`src/rtl/sprite_compositor.sv`:
```
// rtl/sprite_compositor.sv - multi-sprite hit test, ROM addressing, animation and priority compositor
// Two pixel_en-gated stages: hit/address generation, then transparency/priority resolution.
module sprite_compositor #(
   parameter int NUM_SPR     = 4,
   parameter int COORD_W     = 10,
   parameter int IDX_W       = 4,
   parameter int STAT_W      = 4,
   parameter int ANIM_FRAMES = 4,
   parameter int FRAME_DIV   = 6,
   parameter int FRAME_PIX   = 4096,
   parameter int ADDR_W      = 18,
   parameter int TRANSP      = 0,
   localparam int ID_W       = (NUM_SPR > 1) ? $clog2(NUM_SPR) : 1
) (
   input  logic                        Clk,
   input  logic                        Reset,
   input  logic                        pixel_en,
   input  logic                        frame_start,
   input  logic [COORD_W-1:0]          DrawX,
   input  logic [COORD_W-1:0]          DrawY,
   input  logic                        blank,
   input  logic [NUM_SPR-1:0]          spr_en,
   input  logic [NUM_SPR*COORD_W-1:0]  spr_x,
   input  logic [NUM_SPR*COORD_W-1:0]  spr_y,
   input  logic [NUM_SPR*COORD_W-1:0]  spr_w,
   input  logic [NUM_SPR*COORD_W-1:0]  spr_h,
   input  logic [NUM_SPR*STAT_W-1:0]   spr_status,
   input  logic [NUM_SPR-1:0]          spr_flip,
   output logic [NUM_SPR*ADDR_W-1:0]   rom_addr,
   input  logic [NUM_SPR*IDX_W-1:0]    rom_data,
   output logic [IDX_W-1:0]            pix_idx,
   output logic                        pix_hit,
   output logic [ID_W-1:0]             pix_id,
   output logic                        blank_out
);

   localparam int AF_W  = (ANIM_FRAMES > 1) ? $clog2(ANIM_FRAMES) : 1;
   localparam int DIV_W = (FRAME_DIV > 1) ? $clog2(FRAME_DIV) : 1;

   logic [AF_W-1:0]   anim_q [NUM_SPR];
   logic [DIV_W-1:0]  div_q  [NUM_SPR];
   logic [STAT_W-1:0] last_q [NUM_SPR];

   logic [NUM_SPR-1:0]        hit_d, hit_q;
   logic [NUM_SPR*ADDR_W-1:0] addr_d, addr_q;
   logic                      blank_q;
   logic [IDX_W-1:0]          idx_d, idx_q;
   logic                      phit_d, phit_q;
   logic [ID_W-1:0]           id_d, id_q;
   logic                      blank_out_q;

   // Animation advances only on frame_start, independent of the pixel strobe.
   always_ff @(posedge Clk or posedge Reset) begin
      if (Reset) begin
         for (int c = 0; c < NUM_SPR; c++) begin
            anim_q[c] <= '0;
            div_q[c]  <= '0;
            last_q[c] <= '0;
         end
      end else if (frame_start) begin
         for (int c = 0; c < NUM_SPR; c++) begin
            if (spr_en[c]) begin
               if (spr_status[c*STAT_W +: STAT_W] != last_q[c]) begin
                  last_q[c] <= spr_status[c*STAT_W +: STAT_W];
                  anim_q[c] <= '0;
                  div_q[c]  <= '0;
               end else if (div_q[c] == DIV_W'(FRAME_DIV - 1)) begin
                  div_q[c]  <= '0;
                  anim_q[c] <= (anim_q[c] == AF_W'(ANIM_FRAMES - 1)) ? '0 : anim_q[c] + AF_W'(1);
               end else begin
                  div_q[c] <= div_q[c] + DIV_W'(1);
               end
            end
         end
      end
   end

   always_comb begin
      hit_d  = '0;
      addr_d = '0;
      for (int c = 0; c < NUM_SPR; c++) begin : g_s1
         logic [COORD_W-1:0] sx, sy, sw, sh, lx, ly;
         logic               in_x, in_y;
         sx = spr_x[c*COORD_W +: COORD_W];
         sy = spr_y[c*COORD_W +: COORD_W];
         sw = spr_w[c*COORD_W +: COORD_W];
         sh = spr_h[c*COORD_W +: COORD_W];
         // One extra bit keeps sprites hanging off the right/bottom edge from wrapping to 0.
         in_x = ({1'b0, DrawX} >= {1'b0, sx}) && ({1'b0, DrawX} < ({1'b0, sx} + {1'b0, sw}));
         in_y = ({1'b0, DrawY} >= {1'b0, sy}) && ({1'b0, DrawY} < ({1'b0, sy} + {1'b0, sh}));
         lx = DrawX - sx;
         ly = DrawY - sy;
         if (spr_flip[c]) lx = sw - COORD_W'(1) - lx;
         hit_d[c] = spr_en[c] && (sw != '0) && (sh != '0) && in_x && in_y;
         if (hit_d[c])
            addr_d[c*ADDR_W +: ADDR_W] = ADDR_W'(
               (32'(spr_status[c*STAT_W +: STAT_W]) * 32'(ANIM_FRAMES) + 32'(anim_q[c])) * 32'(FRAME_PIX)
               + 32'(ly) * 32'(sw) + 32'(lx));
      end
   end

   // Descending scan so the lowest-numbered opaque channel is the last (winning) assignment.
   always_comb begin
      idx_d  = '0;
      phit_d = 1'b0;
      id_d   = '0;
      if (blank_q) begin
         for (int c = NUM_SPR - 1; c >= 0; c--) begin
            if (hit_q[c] && (rom_data[c*IDX_W +: IDX_W] != IDX_W'(TRANSP))) begin
               idx_d  = rom_data[c*IDX_W +: IDX_W];
               phit_d = 1'b1;
               id_d   = ID_W'(c);
            end
         end
      end
   end

   always_ff @(posedge Clk or posedge Reset) begin
      if (Reset) begin
         hit_q       <= '0;
         addr_q      <= '0;
         blank_q     <= 1'b0;
         idx_q       <= '0;
         phit_q      <= 1'b0;
         id_q        <= '0;
         blank_out_q <= 1'b0;
      end else if (pixel_en) begin
         hit_q       <= hit_d;
         addr_q      <= addr_d;
         blank_q     <= blank;
         idx_q       <= idx_d;
         phit_q      <= phit_d;
         id_q        <= id_d;
         blank_out_q <= blank_q;
      end
   end

   assign rom_addr  = addr_q;
   assign pix_idx   = idx_q;
   assign pix_hit   = phit_q;
   assign pix_id    = id_q;
   assign blank_out = blank_out_q;

endmodule

```
`config.mk`:
```
export PLATFORM = sky130hd
export DESIGN_NAME = sprite_compositor
export DESIGN_NICKNAME = d
export VERILOG_FILES = /design/src/rtl/sprite_compositor.sv
export SDC_FILE = /design/constraint.sdc
export NUM_CORES = 2
export LEC_CHECK = 0
export CORE_ASPECT_RATIO = 0.75
export CORE_UTILIZATION = 50
export CTS_BUF_LIST = sky130_fd_sc_hd__clkbuf_4 sky130_fd_sc_hd__clkbuf_8 sky130_fd_sc_hd__clkbuf_16
export DETAILED_ROUTE_END_ITERATION = 6
export GPL_ROUTABILITY_DRIVEN = 0
export PLACE_DENSITY = 0.81
export SETUP_SLACK_MARGIN = 0.2
export SYNTH_ARGS = -nofsm -noshare
export SYNTH_HDL_FRONTEND = slang
export SYNTH_SLANG_ARGS = --single-unit
export TNS_END_PERCENT = 20
```
`constraint.sdc`:
```
create_clock -name Clk -period 8.9 [get_ports Clk]
set_input_delay 0.89 -clock Clk [delete_from_list [all_inputs] [get_ports Clk]]
set_output_delay 0.89 -clock Clk [all_outputs]
set_load 0.005 [all_outputs]
```
==> flow_summary.html <==
<table>
<tr><th>Metric</th><th>Value</th></tr>
<tr><th colspan="2">Status</th></tr>
<tr><td>Status</td><td>complete, no violations</td></tr>
<tr><th colspan="2">Worst setup path</th></tr>
<tr><td>Critical path's most frequent cell</td><td>sky130_fd_sc_hd__inv_1</td></tr>
<tr><td>CP required</td><td>9.27 ns</td></tr>
<tr><td>Critical Path Max Stage Delay</td><td>0.61 ns</td></tr>
<tr><td>Type of element capturing the critical path</td><td>flop</td></tr>
<tr><td>Reg2Reg Depth</td><td>10</td></tr>
<tr><td>Data arrival at the endpoint of the critical path</td><td>between 8 and 9 ns</td></tr>
<tr><td>Critical path launch point type</td><td>input pin</td></tr>
<tr><td>Reg-to-reg endpoint</td><td>rom_addr[35]</td></tr>
<tr><td>CP max-delay cell</td><td>sky130_fd_sc_hd__a2111oi_0</td></tr>
<tr><td>Worst-path fanout max</td><td>4</td></tr>
<tr><td>Type of the worst setup path</td><td>input pin to flop</td></tr>
<tr><td>Register-to-register setup slack</td><td>between 5 and 6 ns</td></tr>
<tr><td>Worst R2R Start</td><td>anim_q[5]</td></tr>
<tr><th colspan="2">Drt</th></tr>
<tr><td>Count of routing violations after the opening detailed-route iteration</td><td>roughly 1,600</td></tr>
<tr><td>First-pass detailed-route iteration total</td><td>5</td></tr>
<tr><td>Detailed-route wire length per cell</td><td>between 15 and 20 um</td></tr>
<tr><td>Final routed wirelength across all metal layers</td><td>between 70,000 and 80,000 um</td></tr>
<tr><td>Antenna-violating nets left</td><td>0</td></tr>
<tr><td>Count of unresolved DRC violations after routing</td><td>0</td></tr>
<tr><td>Total vias in the final route</td><td>25,027</td></tr>
<tr><td>Number of vias per cell</td><td>between 5 and 6</td></tr>
<tr><th colspan="2">Floorplan</th></tr>
<tr><td>Io pins</td><td>305</td></tr>
<tr><td>Number of placement rows</td><td>76</td></tr>
<tr><td>Chip height</td><td>about 210 um</td></tr>
<tr><td>Area of the core region</td><td>57,500 um2</td></tr>
<tr><td>Initial Utilization</td><td>0.507</td></tr>
<tr><td>DIE AREA</td><td>59,400 um2</td></tr>
<tr><td>Die X</td><td>281 um</td></tr>
<tr><th colspan="2">Finish</th></tr>
<tr><td>Highest-count cells in the layout ignoring fill and taps</td><td>584 x sky130_fd_sc_hd__inv_1, 456 x sky130_fd_sc_hd__ha_1, 324 x sky130_fd_sc_hd__fa_1, 303 x sky130_fd_sc_hd__clkdlybuf4s50_1, 297 x sky130_fd_sc_hd__nand2_1</td></tr>
<tr><td>Filler cell count</td><td>5,008</td></tr>
<tr><td>Area growth from synthesis to layout</td><td>15.9%</td></tr>
<tr><td>Final Non-Filler Cells</td><td>about 4,500</td></tr>
<tr><td>Share of layout cells above drive strength 1</td><td>0.0410</td></tr>
<tr><td>Final std cell area, no fill</td><td>33,800 um2</td></tr>
<tr><td>Layout net count</td><td>4,674</td></tr>
<tr><td>Most common cell after layout, fill and taps aside</td><td>sky130_fd_sc_hd__inv_1</td></tr>
<tr><th colspan="2">STA</th></tr>
<tr><td>Fin. Hold Viols</td><td>0</td></tr>
<tr><td>Final number of max-transition violations</td><td>0</td></tr>
<tr><td>Setup-violating endpoint count in the final report</td><td>0</td></tr>
<tr><td>Relative slew margins</td><td>0.273</td></tr>
<tr><td>Unrepaired setup endpoints after global routing</td><td>false</td></tr>
<tr><td>Fin Setup TNS</td><td>0 ns</td></tr>
<tr><td>Final worst clock skew</td><td>around 0.021 ns</td></tr>
<tr><td>Min cycle time layout</td><td>between 8 and 9 ns</td></tr>
<tr><td>Max frequency</td><td>0.123 GHz</td></tr>
<tr><td>Final cycle utilization of the critical path</td><td>0.917</td></tr>
<tr><td>Measured slew at the worst slew-check pin</td><td>about 1.1 ns</td></tr>
<tr><th colspan="2">Clock tree</th></tr>
<tr><td>Post_cts resized</td><td>0</td></tr>
<tr><td>CTS sink cnt</td><td>121</td></tr>
<tr><td>Max Root-Sink Buffers</td><td>2</td></tr>
<tr><td>Cts bufs inserted</td><td>17</td></tr>
<tr><td>Worst-skew pair later-pin latency</td><td>around 0.50 ns</td></tr>
<tr><td>CTS H-tree lvls</td><td>4</td></tr>
<tr><td>Post-CTS clock slew at the launch and capture registers of the worst setup and hold paths</td><td>0.06 ns</td></tr>
<tr><td>Post-CTS setup-driven buffer insertion count</td><td>0</td></tr>
<tr><td>Clock tree from TritonCTS</td><td>yes</td></tr>
<tr><td>CTS Root Buffer Type</td><td>sky130_fd_sc_hd__clkbuf_16</td></tr>
<tr><td>Hold-fix buffers, CTS</td><td>0</td></tr>
<tr><th colspan="2">Yosys</th></tr>
<tr><td>Async set-or-reset flop fraction in the synthesized netlist</td><td>1.00</td></tr>
<tr><td>Mean area per synthesized cell</td><td>8.65 um2</td></tr>
<tr><td>Syn nets</td><td>4,378</td></tr>
<tr><td>Top cell type's share of synthesized area</td><td>0.222</td></tr>
<tr><td>Cell variety after synth</td><td>88</td></tr>
<tr><td>Number of flops mapped to enable cells by yosys</td><td>0</td></tr>
<tr><td>Synthesis warning total</td><td>0</td></tr>
<tr><td>Post-synth design cell area</td><td>29,200 um2</td></tr>
<tr><td>Sequential area share after synthesis</td><td>0.104</td></tr>
<tr><td>Cell type contributing the most total cell area after synthesis</td><td>sky130_fd_sc_hd__fa_1</td></tr>
<tr><td>Flops &amp; latches, synth</td><td>121</td></tr>
<tr><td>Top flip-flop cell by instance count after synthesis</td><td>sky130_fd_sc_hd__dfrtp_1</td></tr>
<tr><td>Cell count after synthesis</td><td>3,373</td></tr>
<tr><td>Largest cells by area after synthesis</td><td>sky130_fd_sc_hd__fa_1 22%, sky130_fd_sc_hd__ha_1 20%, sky130_fd_sc_hd__dfrtp_1 10%</td></tr>
<tr><th colspan="2">Pwr</th></tr>
<tr><td>Power density relative to cell area</td><td>395 nW/um2</td></tr>
<tr><td>Total chip power</td><td>13,400 uW</td></tr>
<tr><td>Worst ir drop on vdd</td><td>0.528 mV</td></tr>
<tr><td>Static power due to leakage</td><td>0.0167 uW</td></tr>
<tr><th colspan="2">Global route</th></tr>
<tr><td>Leftover overflow at the end of global routing</td><td>0</td></tr>
<tr><td>GRT Overall Usage</td><td>0.275</td></tr>
<tr><td>Number of antenna violations at the first check in global routing</td><td>20</td></tr>
<tr><td>Global-route wire length before repair</td><td>between 100,000 and 150,000 um</td></tr>
<tr><td>Maximum number of pins on one net before global-route repair</td><td>63</td></tr>
<tr><td>Via count of the first global-routing pass</td><td>approximately 25,000</td></tr>
<tr><th colspan="2">Hold path</th></tr>
<tr><td>Beginning of the worst hold path</td><td>pix_idx[1]</td></tr>
<tr><td>Cell count of the worst hold path</td><td>1</td></tr>
<tr><td>HP Class</td><td>flop to flop</td></tr>
<tr><td>End point of the worst hold path</td><td>pix_idx[1]</td></tr>
<tr><th colspan="2">Run</th></tr>
<tr><td>Number of violations of the max-capacitance limit</td><td>0</td></tr>
<tr><th colspan="2">Placement</th></tr>
<tr><td>Cells after DPL</td><td>4,430</td></tr>
<tr><td>Post-detailed-placement cell area</td><td>33,300 um2</td></tr>
<tr><td>Half-perimeter wire length of the detailed placement result</td><td>65,400 um</td></tr>
<tr><td>Number of buffers added on ports</td><td>304</td></tr>
</table>
sequential cells by signal, summed over array words and instances (netlist names):
name       cells
div_q         12
blank_out      1
anim_q         8
pix_idx        4
pix_id         2
blank_q        1
rom_addr      72
pix_hit        1
last_q        16
hit_q          4
worst max path at each step:
stage | startpoint | slack (ns) | endpoint | depth (start not counted)
floorplan | DrawY[0] | 1.64 | rom_addr[17] | 27
global placement | DrawY[0] | 0.58 | rom_addr[17] | 28
detailed placement | DrawX[0] | 0.35 | rom_addr[35] | 31
CTS | DrawX[0] | 0.83 | rom_addr[35] | 31
global route | DrawX[0] | 0.33 | rom_addr[35] | 31
finish | DrawX[0] | 0.74 | rom_addr[35] | 31
stage by stage:
stage	setup slack [ns]	hold slack (ns)	util
2_1_floorplan	1.64	0.453	-
3_3_place_gp	0.578	0.462	0.578
3_5_place_dp	0.348	0.471	0.578
4_1_cts	0.830	0.485	0.588
5_1_grt	0.335	0.496	0.588
6_report	0.743	0.481	0.588
cell usage after synthesis, types with 10 or more instances:
master	count
sky130_fd_sc_hd__nand2_1	297
sky130_fd_sc_hd__o21ai_0	119
sky130_fd_sc_hd__inv_1	585
sky130_fd_sc_hd__or2_2	14
sky130_fd_sc_hd__o32ai_1	18
sky130_fd_sc_hd__a21o_1	82
sky130_fd_sc_hd__nor2b_1	58
sky130_fd_sc_hd__a211oi_1	10
sky130_fd_sc_hd__o21bai_1	39
sky130_fd_sc_hd__and2_1	162
sky130_fd_sc_hd__nor3_1	48
sky130_fd_sc_hd__xnor2_1	158
sky130_fd_sc_hd__nand3_1	34
sky130_fd_sc_hd__and3_1	18
sky130_fd_sc_hd__xor2_1	56
sky130_fd_sc_hd__a311oi_1	10
sky130_fd_sc_hd__o21ai_1	10
sky130_fd_sc_hd__mux2_2	23
sky130_fd_sc_hd__dfrtp_1	121
sky130_fd_sc_hd__o211ai_1	12
sky130_fd_sc_hd__a22o_1	61
sky130_fd_sc_hd__nand2b_1	24
sky130_fd_sc_hd__ha_1	456
sky130_fd_sc_hd__o21a_1	25
sky130_fd_sc_hd__a31oi_1	29
sky130_fd_sc_hd__or3_1	15
sky130_fd_sc_hd__nor2_1	128
sky130_fd_sc_hd__fa_1	324
sky130_fd_sc_hd__a21boi_0	11
sky130_fd_sc_hd__a21oi_1	163
sky130_fd_sc_hd__clkbuf_1	66
sky130_fd_sc_hd__nor4_1	25
sky130_fd_sc_hd__nand4_1	18
critical path, delay by kind of cell:
kind	cells	cell delay, ns
XOR/XNOR	3	0.52
AND/OR/NAND/NOR	5	0.79
adder cells (fa/ha/maj)	7	2.65
buffers and inverters	6	0.95
AO/OA/AOI/OAI	10	2.70
power breakdown:
part	internal (uW)	switching (uW)	leakage, uW
Combinational	5420	6550	0.0148
Clock	371	330	0.000266
Sequential	643	54.9	0.00165
logic make-up (layout without fill, tap and decap cells):
kind of cell    Yosys count  in the layout  synth area share
fa+ha+maj               780            780             0.418
mux                      27             27            0.0102
other cells               0              6                 0
flops                   121            121             0.104
simple gates            870            870             0.149
buf+inv                 662            971            0.0863
xor+xnor                215            215            0.0650
compound gates          698            698             0.168
per-layer routing:
metal | up-vias | global-route usage | routed length (um)
met5 | - | 0 | 121
met4 | 20 | 0.0886 | 2080
met3 | 130 | 0.0605 | 6480
met2 | 859 | 0.439 | 35400
met1 | 12099 | 0.370 | 35000
li1 | 11919 | - | -
area by class of cell:
class / count / area (um2) / share of cell area
Clock buffer: 19 / 453 / 0.0134
Timing Repair Buffer: 353 / 3420 / 0.101
Sequential cell: 121 / 3030 / 0.0895
Clock inverter: 13 / 95.1 / 0.00281
Multi-Input combinational cell: 2590 / 23600 / 0.699
Tap cell: 780 / 976 / 0.0288
Inverter: 586 / 2200 / 0.0652
Antenna cell: 6 / 15.0 / 0.000444
Note: power is estimated with default switching activity, not from simulation.
